`src/rtl/reveal_pkg.sv`:
```
// Shared map geometry, cell codes, FSM encoding and neighbour table for reveal_ctrl.
// The NBR state only exists when REVEAL_FLOOD_EN is defined.
package reveal_pkg;

  localparam int MAP_WIDTH       = 8;
  localparam int MAP_HEIGHT      = 8;
  localparam int MAP_CELL_LENGTH = 4;
  localparam int MAP_CELLS       = MAP_WIDTH * MAP_HEIGHT;
  localparam int ADDR_W          = 6;
  localparam int FIFO_DEPTH      = 64;

  localparam logic [MAP_CELL_LENGTH-1:0] CELL_MINE = 4'd9;

  typedef logic [ADDR_W-1:0] addr_t;

  typedef enum logic [2:0] {
    S_IDLE = 3'd0,
    S_POP  = 3'd1,
    S_WAIT = 3'd2,
    S_EVAL = 3'd3,
`ifdef REVEAL_FLOOD_EN
    S_NBR  = 3'd4,
`endif
    S_DONE = 3'd5
  } state_e;

  // Two's-complement 4-bit offsets so x+dx lands in -1..8 and bit 3 flags off-map.
  typedef struct packed {
    logic [3:0] dx;
    logic [3:0] dy;
  } ofs_t;

  function automatic ofs_t nbr_ofs(input logic [2:0] k);
    ofs_t o;
    unique case (k)
      3'd0: o = '{dx: 4'hF, dy: 4'hF};
      3'd1: o = '{dx: 4'h0, dy: 4'hF};
      3'd2: o = '{dx: 4'h1, dy: 4'hF};
      3'd3: o = '{dx: 4'hF, dy: 4'h0};
      3'd4: o = '{dx: 4'h1, dy: 4'h0};
      3'd5: o = '{dx: 4'hF, dy: 4'h1};
      3'd6: o = '{dx: 4'h0, dy: 4'h1};
      3'd7: o = '{dx: 4'h1, dy: 4'h1};
    endcase
    return o;
  endfunction

endpackage

```
`src/rtl/reveal_fifo.sv`:
```
// Cell-address FIFO for reveal_ctrl: synchronous push/pop/clear,
// first-word-fall-through read, empty/full flags.
module reveal_fifo #(
  parameter int DEPTH = 64,
  parameter int W     = 6
) (
  input  logic         clk,
  input  logic         rst,
  input  logic         clear,
  input  logic         push,
  input  logic         pop,
  input  logic [W-1:0] din,
  output logic [W-1:0] dout,
  output logic         empty,
  output logic         full
);

  localparam int PW = $clog2(DEPTH);

  logic [W-1:0]  mem [DEPTH];
  logic [PW-1:0] wr_ptr;
  logic [PW-1:0] rd_ptr;
  logic [PW:0]   count;
  logic          do_push;
  logic          do_pop;

  assign empty   = count == '0;
  assign full    = count == (PW+1)'(DEPTH);
  assign do_push = push && !full;
  assign do_pop  = pop && !empty;
  assign dout    = mem[rd_ptr];

  always_ff @(posedge clk) begin
    if (rst || clear) begin
      wr_ptr <= '0;
      rd_ptr <= '0;
      count  <= '0;
    end else begin
      if (do_push) wr_ptr <= wr_ptr + PW'(1);
      if (do_pop)  rd_ptr <= rd_ptr + PW'(1);
      case ({do_push, do_pop})
        2'b10:   count <= count + (PW+1)'(1);
        2'b01:   count <= count - (PW+1)'(1);
        default: ;
      endcase
    end
  end

  always_ff @(posedge clk)
    if (do_push) mem[wr_ptr] <= din;

endmodule

```
`src/rtl/reveal_ctrl.sv`:
```
// Minesweeper reveal controller: single-cell reveal, or 8-way flood fill
// from zero cells when REVEAL_FLOOD_EN is defined.
module reveal_ctrl
  import reveal_pkg::*;
(
  input  logic                       clk,
  input  logic                       rst,
  input  logic                       clear_i,
  input  logic                       start_i,
  input  logic [2:0]                 x_i,
  input  logic [2:0]                 y_i,
  output logic [ADDR_W-1:0]          rd_addr_o,
  input  logic [MAP_CELL_LENGTH-1:0] rd_data_i,
  output logic [MAP_CELLS-1:0]       map_shown_o,
  output logic [6:0]                 shown_cnt_o,
  output logic                       busy_o,
  output logic                       done_o,
  output logic                       hit_mine_o
);

  state_e state, nxt;
  addr_t  tgt, push_addr, fifo_dout;
  logic   push, pop, hit_q, is_mine;
  logic   fifo_empty, fifo_full, fifo_clr;

  assign tgt     = {y_i, x_i};
  assign is_mine = rd_data_i == CELL_MINE;
  // A mine ends the reveal early; stale queued cells must not leak into the next one.
  assign fifo_clr = clear_i || (state == S_DONE);

`ifdef REVEAL_FLOOD_EN
  logic [2:0] k;
  ofs_t       ofs;
  logic [3:0] nx, ny;
  addr_t      nbr;
  logic       nbr_ok;

  assign ofs    = nbr_ofs(k);
  assign nx     = {1'b0, rd_addr_o[2:0]} + ofs.dx;
  assign ny     = {1'b0, rd_addr_o[5:3]} + ofs.dy;
  assign nbr    = {ny[2:0], nx[2:0]};
  assign nbr_ok = !nx[3] && !ny[3] && !map_shown_o[nbr];

  always_ff @(posedge clk)
    if (rst || clear_i || state != S_NBR) k <= '0;
    else k <= k + 3'd1;
`endif

  always_comb begin
    nxt       = state;
    push      = 1'b0;
    pop       = 1'b0;
    push_addr = tgt;
    unique case (state)
      S_IDLE: if (start_i) begin
        if (map_shown_o[tgt]) nxt = S_DONE;
        else begin
          push = 1'b1;
          nxt  = S_POP;
        end
      end
      S_POP: if (fifo_empty) nxt = S_DONE;
      else begin
        pop = 1'b1;
        nxt = S_WAIT;
      end
      S_WAIT: nxt = S_EVAL;
      S_EVAL: begin
        if (is_mine) nxt = S_DONE;
`ifdef REVEAL_FLOOD_EN
        else if (rd_data_i == '0) nxt = S_NBR;
`endif
        else nxt = S_POP;
      end
`ifdef REVEAL_FLOOD_EN
      S_NBR: begin
        push      = nbr_ok;
        push_addr = nbr;
        if (k == 3'd7) nxt = S_POP;
      end
`endif
      S_DONE:  nxt = S_IDLE;
      default: nxt = S_IDLE;
    endcase
    if (clear_i) begin
      nxt  = S_IDLE;
      push = 1'b0;
      pop  = 1'b0;
    end
  end

  always_ff @(posedge clk) begin
    if (rst || clear_i) begin
      state       <= S_IDLE;
      map_shown_o <= '0;
      shown_cnt_o <= '0;
      rd_addr_o   <= '0;
      hit_q       <= 1'b0;
    end else begin
      state <= nxt;
      hit_q <= (state == S_EVAL) && is_mine;
      if (pop) rd_addr_o <= fifo_dout;
      if (push) begin
        map_shown_o[push_addr] <= 1'b1;
        shown_cnt_o            <= shown_cnt_o + 7'd1;
      end
    end
  end

  assign busy_o     = state inside {S_POP, S_WAIT, S_EVAL
`ifdef REVEAL_FLOOD_EN
                                    , S_NBR
`endif
                                    };
  assign done_o     = state == S_DONE;
  assign hit_mine_o = done_o && hit_q;

  reveal_fifo #(
    .DEPTH(FIFO_DEPTH),
    .W    (ADDR_W)
  ) u_fifo (
    .clk  (clk),
    .rst  (rst),
    .clear(fifo_clr),
    .push (push),
    .pop  (pop),
    .din  (push_addr),
    .dout (fifo_dout),
    .empty(fifo_empty),
    .full (fifo_full)
  );

  a_no_overflow: assert property (
    @(posedge clk) disable iff (rst) !(push && fifo_full)
  );

endmodule

```
`config.mk`:
```
export PLATFORM = sky130hd
export DESIGN_NAME = reveal_ctrl
export DESIGN_NICKNAME = d
export VERILOG_FILES = /design/src/rtl/reveal_pkg.sv /design/src/rtl/reveal_fifo.sv /design/src/rtl/reveal_ctrl.sv
export SDC_FILE = /design/constraint.sdc
export NUM_CORES = 1
export LEC_CHECK = 0
export BUFFER_PORTS_ARGS = -buffer_cell sky130_fd_sc_hd__buf_2
export CELL_PAD_IN_SITES_DETAIL_PLACEMENT = 1
export CELL_PAD_IN_SITES_GLOBAL_PLACEMENT = 2
export CORE_ASPECT_RATIO = 1.4
export CORE_MARGIN = 5
export CORE_UTILIZATION = 46
export DETAILED_ROUTE_END_ITERATION = 8
export GPL_ROUTABILITY_DRIVEN = 0
export PLACE_DENSITY_LB_ADDON = 0.08
export SLEW_MARGIN = 25
export SYNTH_ARGS = -nofsm -noshare
export SYNTH_HDL_FRONTEND = slang
export SYNTH_SLANG_ARGS = --single-unit
```
`constraint.sdc`:
```
create_clock -name clk -period 4.47 [get_ports clk]
set_clock_uncertainty 0.1 [all_clocks]
set_input_delay 0.2235 -clock clk [delete_from_list [all_inputs] [get_ports clk]]
set_output_delay 0.2235 -clock clk [all_outputs]
set_load 0.005 [all_outputs]
```
==> qor.csv, run 1 <==
metric,value,unit
count of cell types in the netlist,63,
setup TNS,0,ns
"Cell Count, Final, Fillers Out",1864,
crit start category,flip-flop,
Leak,7.18,nW
post-synthesis sequential area ratio,0.696,
VDD IR max,0.000261,V
largest net degree at the start of global routing,65,
clk root buf,clkbuf_16,
vias per cell,5.78,
"Async S/R FF share, synth",0,
actual slew at the worst max-slew pin,0.923,ns
Worst EP required,4.83,ns
DRC violation count after routing,0,
total power,9.06,mW
CTS buffer count,46,
share of layout cells above drive strength 1,0.263,
Buf/Inv on CP,0,
WS Path Type,flip-flop to flip-flop,
post-route ant nets,0,
final instance area,22200,sq um
Tot GR Track Use,0.213,
Seq cells post-synth,484,
reg-to-reg setup timing slack,0.46,ns
Place WS,0.239,ns
crit path cell chain,or3b_2 -> a21oi_1 -> o41ai_2 -> o22ai_1 -> nor3_4 -> nand2_1 -> ha_1 -> ha_1 -> a21o_1 -> a21oi_1 -> o21bai_1 -> a21oi_1 -> xor2_1 -> or3_1 -> a21oi_1,
"Data arrival, critical path",4.37,ns
yosys warns,0,
die footprint,46500,sq um
initial antenna violation count,3,
relative slew slack,0.384,
Die Ht,253,microns
Post-synth EDFFs,384,
DRT Pass-1 Iters,5,
clk_lat worst skew,0.56,ns
Final Net Count,1304,
vias in the first global route,11600,
placed cell areas,20600,sq um
Initial DRC Count,801,
diode count,0,
Inst Count DP,1775,
Layout area overhead,14.1,%
Die W,184,microns
CP Capture Type,flip-flop,
status,completed,
Max Cap Violations,0,
final core occ,0.528,
Critical Path Max Stage Delay,0.57,ns
Final Setup Violations,0,
Max Slew Vio Count,0,
clk buf depth,3,
FF+latch area,13500,sq um
Post-Synthesis Cells,1175,
Syn Area/Cell,16.5,sq um
IO buf count,93,
Worst Slack Setup Final,0.463,ns
min-delay worst type,input pin to flip-flop,
maximum clock rate,0.250,GHz
Core Area,42000,sq um
fillers,3895,
Routed wire per std cell,26.3,microns
Fin Hold WS,0.0351,ns
via count,10800,
Crit-path slowest cell,o22ai_1,
Pwr Density,409,nW/um^2
CTS tree,done,
crit-path max FO,7,
CTS resizes,0,
unrepaired setup endpoints after global routing,no,
Post-Syn Area,19400,sq um
multi-input gate area in the final layout,5590,sq um
Synth Flop Type,edfxtp_1,
family with the most delay on the worst path,compound AO/OA/AOI/OAI gates,
total congestion overflow,0,
H-tree depth,2,
"most used cell, CP",a21oi_1,
"Hold Vio Cnt, Final",0,
Site Rows,89,
Worst-path clk slew,0.06,ns
first-pass GRT wire length,74300,microns
Starting Density,0.463,
Post-DP HPWL,32600,microns
syn_nets,1199,
part of the cycle the worst path needs,0.896,
# clock sinks,484,
crit path time final,4.01,ns
"wirelength, routed",49000,microns
I/O pin cnt,94,
==> timing repair <==
action                                 4_1_cts  5_1_grt
hold buffers                                 3        0
setup endpoints to repair                    0        0
setup buffers                                0        0
endpoints found under the hold margin        1        0
==> worst register-to-register path: stages, from the launching register on <==
cell and delay (ns):
dfxtp_1 0.38, or3b_2 0.45, a21oi_1 0.21, o41ai_2 0.10
o22ai_1 0.57, nor3_4 0.12, nand2_1 0.10, ha_1 0.34
ha_1 0.33, a21o_1 0.19, a21oi_1 0.21, o21bai_1 0.09
a21oi_1 0.17, xor2_1 0.09, or3_1 0.32, a21oi_1 0.15
==> logic make-up (layout without fill, tap and decap cells) <==
family / Yosys count / count (layout) / synth area share
mux: 152 / 152 / 0.156
flops: 484 / 484 / 0.696
buf+inv: 80 / 223 / 0.0171
fa+ha+maj: 10 / 10 / 0.00683
xor+xnor: 13 / 13 / 0.00586
compound gates: 149 / 149 / 0.0502
simple gates: 287 / 287 / 0.0681
==> state kept, by name, summed over array words and instances (netlist names) <==
signal         count
u_fifo.mem       384
shown_cnt_o        7
hit_q              1
u_fifo.rd_ptr      6
state              3
u_fifo.count       7
map_shown_o       64
rd_addr_o          6
u_fifo.wr_ptr      6
==> cells in the mapped netlist, types with 9 or more instances <==
cell      instances  area [sq um]
nor2_1          136           510
o21ai_0          36           180
buf_1            15          56.3
a21oi_1          30           150
clkbuf_1         43           161
edfxtp_1        384         11500
nand4_1          15          93.8
mux2i_1          32           320
nor2b_1          10          62.6
inv_1            10          37.5
a31oi_1          33           206
dfxtp_1         100          2000
nand3_1          17          85.1
mux4_2          120          2700
nand2_1          58           218
ha_1              9           113
nor2_2            9          56.3
==> final cells by class <==
type	count	share of cell area
Inverter	11	0.00186
Tap cell	546	0.0308
Clock inverter	27	0.0140
Sequential cell	484	0.611
Clock buffer	59	0.0560
Timing Repair Buffer	126	0.0338
Multi-Input combinational cell	611	0.252
==> worst paths after layout <==
kind	cells past startpoint	startpoint	end
hold / removal	4	rd_data_i[0]	state[2]$_SDFFE_PP0P_
setup / recovery	15	map_shown_o[32]$_SDFFE_PP0P_	u_fifo.count[6]$_SDFFE_PP0P_
setup reg to reg	15	map_shown_o[32]$_SDFFE_PP0P_	u_fifo.count[6]$_SDFFE_PP0P_
hold reg to reg	2	map_shown_o[50]$_SDFFE_PP0P_	map_shown_o[50]$_SDFFE_PP0P_
==> where the power goes <==
part / internal [mW] / switching, mW
Sequential: 4.85 / 0.00480
Combinational: 0.0460 / 0.156
Clock: 2.32 / 1.68
Total: 7.22 / 1.84
==> placed cells by master (no fill, tap or decap), types with 7 or more instances in the layout <==
| cell type | instances |
|---|---|
| nor2_2 | 10 |
| mux2i_1 | 32 |
| inv_1 | 10 |
| nor2b_1 | 10 |
| mux4_2 | 120 |
| nand2_1 | 58 |
| nand4_1 | 15 |
| o21ai_0 | 36 |
| edfxtp_1 | 384 |
| a221oi_1 | 7 |
| a21oi_1 | 30 |
| nand3b_1 | 7 |
| dfxtp_1 | 97 |
| a31oi_1 | 33 |
| xnor2_1 | 7 |
| nor2_1 | 135 |
| clkinv_2 | 11 |
| ha_1 | 9 |
| buf_2 | 92 |
| nand3_1 | 17 |
| clkbuf_16 | 47 |
| buf_4 | 29 |
| clkbuf_1 | 10 |
==> metal layers <==
| metal | track usage | wire length [microns] | up-vias |
|---|---|---|---|
| met5 | 0 | 13 | - |
| met4 | 0.0533 | 1150 | 2 |
| met3 | 0.0270 | 1710 | 65 |
| met2 | 0.372 | 25600 | 248 |
| met1 | 0.285 | 20600 | 5620 |
| li1 | - | - | 4847 |
Note: power is estimated with default switching activity, not from simulation.
==> run 2, diff against run 1 <==
--- a/config.mk
+++ b/config.mk
@@ -14,6 +14,7 @@
 export DETAILED_ROUTE_END_ITERATION = 8
 export GPL_ROUTABILITY_DRIVEN = 0
 export PLACE_DENSITY_LB_ADDON = 0.08
+export REMOVE_ABC_BUFFERS = 1
 export SLEW_MARGIN = 25
 export SYNTH_ARGS = -nofsm -noshare
 export SYNTH_HDL_FRONTEND = slang
==> qor.csv, run 2 (synthesis gave the netlist of run 1 again) <==
metric,value,unit,change
Layout area overhead,14.3,%,
largest registers,"u_fifo.mem (384), map_shown_o (64)",,
Die Ht,253,microns,unchanged
CTS tree,done,,
fillers,3897,,+0.051%
CP Capture Type,flip-flop,,
Starting Density,0.463,,unchanged
Worst-path clk slew,0.06,ns,about the same
Pint,7.30,mW,+1.1%
first-pass GRT wire length,75400,microns,+1.6%
final core occ,0.529,,+0.00128
Hold Path End,shown_cnt_o[3]$_SDFFE_PP0P_,,
Max Cap Violations,0,,unchanged
reg-to-reg setup timing slack,0.52,ns,+0.05 ns
initial antenna violation count,3,,unchanged
Pwr Density,411,nW/um^2,+0.42%
actual slew at the worst max-slew pin,0.912,ns,-0.0118 ns
status,completed,,
"wirelength, routed",49600,microns,+1.2%
min-delay worst type,input pin to flip-flop,,
total congestion overflow,0,,unchanged
Final Setup Violations,0,,unchanged
Logic pwr share,0.023,,about the same
Largest Register,u_fifo.mem,,
sequential power share,0.533,,-0.003
Final Net Count,1311,,+0.54%
WS Path Type,flip-flop to flip-flop,,
Hold Path Stages,3,,-1
# clock sinks,484,,unchanged
via count,10900,,+0.76%
Routed wire per std cell,26.6,microns,+0.97%
HP Start,rst,,
crit path time final,3.95,ns,-0.0535 ns
vias in the first global route,11600,,+0.63%
maximum clock rate,0.253,GHz,+1.4%
"Cell Count, Final, Fillers Out",1869,,+0.27%
CTS resizes,0,,unchanged
Leak,7.22,nW,+0.52%
unrepaired setup endpoints after global routing,no,,
clk_lat worst skew,0.55,ns,about the same
Core Area,42000,sq um,unchanged
Tot GR Track Use,0.215,,+0.00244
Site Rows,89,,unchanged
largest net degree at the start of global routing,64,,-1.5%
DRT Pass-1 Iters,4,,-1
I/O pin cnt,94,,unchanged
Inst Count DP,1781,,+0.34%
clk root buf,clkbuf_16,,
part of the cycle the worst path needs,0.884,,-0.0120
total power,9.12,mW,+0.66%
Post-DP HPWL,33000,microns,+1.0%
Psw,1.82,mW,-1.1%
most frequent cells in the layout,"edfxtp_1, nor2_1, mux4_2",,
power share of the clock group,0.445,,+0.003
crit-path max FO,7,,unchanged
"Data arrival, critical path",4.33,ns,-0.04 ns
IO buf count,93,,unchanged
max FFs per register,384,,unchanged
R2R depth,15,,unchanged
DRC violation count after routing,0,,unchanged
Worst EP required,4.84,ns,about the same
relative slew slack,0.391,,+0.00705
clk buf depth,3,,unchanged
CTS buffer count,47,,+2.2%
Fin Hold WS,0.0279,ns,-0.00716 ns
Die W,184,microns,unchanged
die footprint,46500,sq um,unchanged
switching share of total power,0.199,,-0.00355
share of layout cells above drive strength 1,0.264,,+0.00147
FF-to-FF Start,map_shown_o[36]$_SDFFE_PP0P_,,
Initial DRC Count,760,,-5.1%
"commonest non-fill, non-tap cell in the layout",edfxtp_1,,
post-route ant nets,0,,unchanged
H-tree depth,2,,unchanged
VDD IR max,0.000453,V,+73%
Max Slew Vio Count,0,,unchanged
vias per cell,5.81,,+0.49%
"Hold Vio Cnt, Final",0,,unchanged
crit start category,flip-flop,,
FF-to-FF End,u_fifo.count[6]$_SDFFE_PP0P_,,
-- run 2: cell types whose count changed in the layout (fill, tap and decap cells not counted), sizes merged --
cell,before,now
buf,123,129
clkbuf,59,55
clkinv,18,19
diode,0,1
bufinv,6,8
clkinvlp,2,1
-- run 2: power by group through the flow --
stage / clock network, mW / registers [mW] / logic (mW)
final: 4.06 / 4.86 / 0.207
after global routing: 4.33 / 4.86 / 0.224
after CTS: 4.14 / 4.86 / 0.210
after detailed placement: 0 / 4.96 / 0.206
after global placement: 0 / 4.96 / 0.198
after floorplan: 0 / 4.96 / 0.0732
-- run 2: worst max path at each step --
stage / start / to / slack, ns / cells past startpoint
detailed placement: x_i[2] / u_fifo.count[6]$_SDFFE_PP0P_ / 0.23 / 16
floorplan: u_fifo.rd_ptr[0]$_SDFFE_PP0P_ / rd_addr_o[0]$_SDFFE_PP0N_ / -1.32 / 5
finish: map_shown_o[36]$_SDFFE_PP0P_ / u_fifo.count[6]$_SDFFE_PP0P_ / 0.52 / 15
global route: map_shown_o[36]$_SDFFE_PP0P_ / u_fifo.count[6]$_SDFFE_PP0P_ / 0.33 / 15
global placement: x_i[2] / u_fifo.count[6]$_SDFFE_PP0P_ / 0.36 / 16
CTS: map_shown_o[36]$_SDFFE_PP0P_ / u_fifo.count[6]$_SDFFE_PP0P_ / 0.47 / 15
-- run 2: area by class of cell --
cell class | count | area, sq um | share of cell area
Antenna cell | 1 | 2.50 | 0.000113
Clock buffer | 55 | 1220 | 0.0547
Clock inverter | 29 | 340 | 0.0153
Inverter | 11 | 41.3 | 0.00186
Multi-Input combinational cell | 611 | 5580 | 0.251
Sequential cell | 484 | 13500 | 0.610
Tap cell | 546 | 683 | 0.0308
Timing Repair Buffer | 132 | 806 | 0.0363
-- run 2: per-layer routing --
layer,up-vias,wire [microns],track usage
met2,242,26000,0.376
met3,67,2010,0.0349
met5,-,0,0
met1,5686,20600,0.283
met4,0,1110,0.0552
li1,4869,-,-
-- run 2: worst max-delay path: stages, from the launching register on --
cell and delay [ns]:
dfxtp_1 0.35, or3b_2 0.44, a21oi_1 0.19, o41ai_2 0.10, o22ai_1 0.59, nor3_4 0.11
nand2_1 0.10, ha_1 0.35, ha_1 0.33, a21o_1 0.19, a21oi_1 0.21, o21bai_1 0.09
a21oi_1 0.17, xor2_1 0.10, or3_1 0.32, a21oi_1 0.15
-- run 2: per-stage QoR --
step,setup TNS [ns],instance area (sq um),setup slack (ns)
final,0,22200,0.517
after global routing,0,22200,0.328
after CTS,0,22200,0.472
after detailed placement,0,20600,0.234
after global placement,0,20600,0.355
after floorplan,-10.99,19100,-1.32
-- run 2: what timing repair did --
| action | 4_1_cts | 5_1_grt |
|---|---|---|
| buffers inserted | 0 | 0 |
| hold endpoints to repair | 3 | 0 |
| hold buffers | 3 | 0 |
==> run 3, diff against run 2 <==
--- a/config.mk
+++ b/config.mk
@@ -10,7 +10,7 @@
 export CELL_PAD_IN_SITES_GLOBAL_PLACEMENT = 2
 export CORE_ASPECT_RATIO = 1.4
 export CORE_MARGIN = 5
-export CORE_UTILIZATION = 46
+export CORE_UTILIZATION = 45
 export DETAILED_ROUTE_END_ITERATION = 8
 export GPL_ROUTABILITY_DRIVEN = 0
 export PLACE_DENSITY_LB_ADDON = 0.08
@@ -18,4 +18,5 @@
 export SLEW_MARGIN = 25
 export SYNTH_ARGS = -nofsm -noshare
 export SYNTH_HDL_FRONTEND = slang
+export SYNTH_HIERARCHICAL = 1
 export SYNTH_SLANG_ARGS = --single-unit
==> qor.csv, run 3 <==
metric,value,unit,change
status,completed,,
total congestion overflow,0,,unchanged
largest family of logic cells by synthesized area,multiplexers,,
part of the cycle the worst path needs,0.925,,+0.0404
crit path time final,4.13,ns,+0.180 ns
crit start category,flip-flop,,
leading area contributor after synthesis,edfxtp_1,,
most common library cells after synthesis,"edfxtp_1, nor2_1, dfxtp_1",,
Die W,189,microns,+3.0%
yosys warns,6,,+6
largest net degree at the start of global routing,69,,+7.8%
Worst-path clk slew,0.06,ns,about the same
routed wl met3,1590,microns,-21%
via count,11900,,+9.3%
I/O pin cnt,94,,unchanged
"Cell Count, Final, Fillers Out",2070,,+11%
Post-Syn Area,20200,sq um,+4.1%
IO buf count,93,,unchanged
initial antenna violation count,0,,-3
setup TNS,0,ns,unchanged
post-route ant nets,0,,unchanged
Routed wire per std cell,25.9,microns,-2.5%
Largest Register,u_fifo/mem,,
min-delay worst type,input pin to flip-flop,,
diode count,0,,-1
post-synthesis simple-gate area fraction,0.0872,,+0.0191
Post-DP HPWL,36100,microns,+9.6%
multi-input gate area in the final layout,6050,sq um,+8.4%
Final Net Count,1486,,+13%
Leak,7.79,nW,+7.9%
most frequent cells in the layout,"edfxtp_1, nor2_1, dfxtp_1",,
crit-path max FO,4,,-3
crit path cell chain,mux4_2 -> mux2i_2 -> o22ai_1 -> or4b_1 -> nor2_1 -> inv_1 -> a31oi_2 -> inv_1 -> ha_1 -> xor2_1 -> ha_1 -> a21oi_2 -> o311ai_0 -> a22oi_1 -> or3_1 -> a21oi_1,,
met1 wire length,21800,microns,+6.1%
"Data arrival, critical path",4.52,ns,+0.19 ns
reg-to-reg setup timing slack,0.34,ns,-0.18 ns
synthesized-area fraction occupied by adder cells,0.00371,,-0.00311
family with the most delay on the worst path,simple AND/OR/NAND/NOR gates,,
Pwr Density,393,nW/um^2,-4.3%
first-pass GRT wire length,81800,microns,+8.5%
Initial DRC Count,723,,-4.9%
Buf/Inv on CP,2,,+2
vias per cell,5.74,,-1.3%
met2 WL post-DR,29200,microns,+12%
number of setup buffers added after CTS,0,,unchanged
area share of the largest cell type after synthesis,0.570,,-0.0233
Starting Density,0.452,,-0.0112
actual slew at the worst max-slew pin,1.02,ns,+0.104 ns
largest registers,"u_fifo/mem (384), map_shown_o (64)",,
relative slew slack,0.305,,-0.0861
post-synthesis compound-gate area fraction,0.0514,,+0.00125
max FFs per register,384,,unchanged
die footprint,49300,sq um,+6.1%
"commonest non-fill, non-tap cell in the layout",edfxtp_1,,
count of cell types in the netlist,73,,+16%
Worst EP required,4.85,ns,about the same
Tot GR Track Use,0.219,,+0.00314
most common cell in the synthesized netlist,edfxtp_1,,
clk root buf,clkbuf_16,,
"wirelength, routed",53600,microns,+8.0%
post-synthesis mux area share,0.150,,-0.00598
H-tree depth,2,,unchanged
clk_lat worst skew,0.58,ns,+0.03 ns
DRT Pass-1 Iters,4,,unchanged
Post-synth EDFFs,384,,unchanged
Die Ht,261,microns,+3.0%
Post-Synthesis Cells,1302,,+11%
FF+latch area,13700,sq um,+0.89%
R2R depth,16,,+1
placed cell areas,21700,sq um,+5.4%
maximum clock rate,0.242,GHz,-4.4%
FF-to-FF End,u_fifo/count[4]$_SDFFE_PP0P_,,
Core Area,44800,sq um,+6.7%
cell depth of the worst setup path,16,,+1
WS Path Type,flip-flop to flip-flop,,
ranking of synthesized cells by area,"edfxtp_1, mux4_2, dfxtp_1, nor2_1, mux2i_1",,
Place WS,-0.0399,ns,-0.274 ns
Final Setup Violations,0,,unchanged
Layout area overhead,15.6,%,
fillers,4258,,+9.3%
post-synthesis xor/xnor area fraction,0.00606,,+0.000203
DR top layer,met4,,
Seq cells post-synth,490,,+1.2%
FF-to-FF Start,map_shown_o[17]$_SDFFE_PP0P_,,
CP Capture Type,flip-flop,,
DRC violation count after routing,0,,unchanged
# clock sinks,490,,+1.2%
Synth Flop Type,edfxtp_1,,
final instance area,23400,sq um,+5.2%
Critical Path Max Stage Delay,0.66,ns,+0.07 ns
Worst Slack Setup Final,0.336,ns,-0.180 ns
Site Rows,92,,+3.4%
CTS buffer count,48,,+2.1%
"Async S/R FF share, synth",0,,unchanged
Inst Count DP,1973,,+11%
clk buf depth,3,,unchanged
VDD IR max,0.000262,V,-42%
CTS tree,done,,
vias in the first global route,12900,,+11%
"Hold Vio Cnt, Final",0,,unchanged
Max Cap Violations,0,,unchanged
share of layout cells above drive strength 1,0.262,,-0.00171
Crit-path slowest cell,or4b_1,,
post-synthesis sequential area ratio,0.675,,-0.0214
Syn Area/Cell,15.5,sq um,-6.1%
critical path startpoint,map_shown_o[17]$_SDFFE_PP0P_,,
unrepaired setup endpoints after global routing,no,,
Critical Path Sink,u_fifo/count[4]$_SDFFE_PP0P_,,
Max Slew Vio Count,0,,unchanged
==> run 3: metal layers <==
metal,up-vias,GRT usage
met5,-,0
met4,0,0.0500
met3,63,0.0258
met2,223,0.405
met1,6182,0.275
li1,5411,-
==> run 3: kinds of logic (layout without fill, tap and decap cells) <==
kind of cell             after synthesis  in the layout
XOR/XNOR                              14             14
AND/OR/NAND/NOR                      382            382
adder cells (fa/ha/maj)                6              6
flip-flops                           490            490
buffers and inverters                 99            303
multiplexers                         165            165
AO/OA/AOI/OAI                        146            146
==> run 3: layout make-up <==
| cell class | instances | share of cell area |
|---|---|---|
| repair buffers | 204 | 0.0580 |
| multi-input cells | 713 | 0.259 |
| flip-flops and latches | 490 | 0.585 |
| well taps | 564 | 0.0302 |
| inverters | 9 | 0.00145 |
| clock inverters | 29 | 0.0110 |
| clock buffers | 61 | 0.0557 |
==> run 3: timing repair <==
action                                  in CTS  in global routing
resized for setup                            0                  2
hold buffers                                 7                  0
endpoints found under the hold margin       10                  0
endpoints found under the setup margin       0                  2
==> run 3: worst min path at each step <==
stage | start | to | cells past startpoint | slack, ns
floorplan | x_i[0] | u_fifo/mem[0][0]$_DFFE_PP_ | 0 | 0.22
global placement | shown_cnt_o[6]$_SDFFE_PP0P_ | shown_cnt_o[6]$_SDFFE_PP0P_ | 2 | 0.35
detailed placement | shown_cnt_o[6]$_SDFFE_PP0P_ | shown_cnt_o[6]$_SDFFE_PP0P_ | 2 | 0.37
CTS | x_i[1] | u_fifo/mem[1][1]$_DFFE_PP_ | 1 | 0.06
global route | x_i[1] | u_fifo/mem[1][1]$_DFFE_PP_ | 1 | 0.08
finish | x_i[1] | u_fifo/mem[1][1]$_DFFE_PP_ | 1 | 0.08
==> run 3: through the flow <==
step | hold slack, ns | power, mW | util
4_1_cts | 0.0563 | 9.30 | 0.522
3_5_place_dp | 0.372 | 5.27 | 0.485
3_3_place_gp | 0.354 | 5.26 | 0.485
6_report | 0.0780 | 9.19 | 0.522
5_1_grt | 0.0823 | 9.52 | 0.522
2_1_floorplan | 0.222 | 5.11 | -
==> run 3: worst reg2reg max path, stage by stage (launching register included) <==
cell,delay (ns)
dfxtp_1,0.34
mux4_2,0.47
mux2i_2,0.25
o22ai_1,0.19
or4b_1,0.66
nor2_1,0.17
inv_1,0.08
a31oi_2,0.16
inv_1,0.09
ha_1,0.22
xor2_1,0.14
ha_1,0.21
a21oi_2,0.07
o311ai_0,0.33
a22oi_1,0.12
or3_1,0.32
a21oi_1,0.13
==> run 3: power breakdown <==
group          internal (mW)  switching [mW]  total, mW
clock network           2.30            1.72       4.02
registers               4.91         0.00540       4.91
logic                 0.0654           0.192      0.257
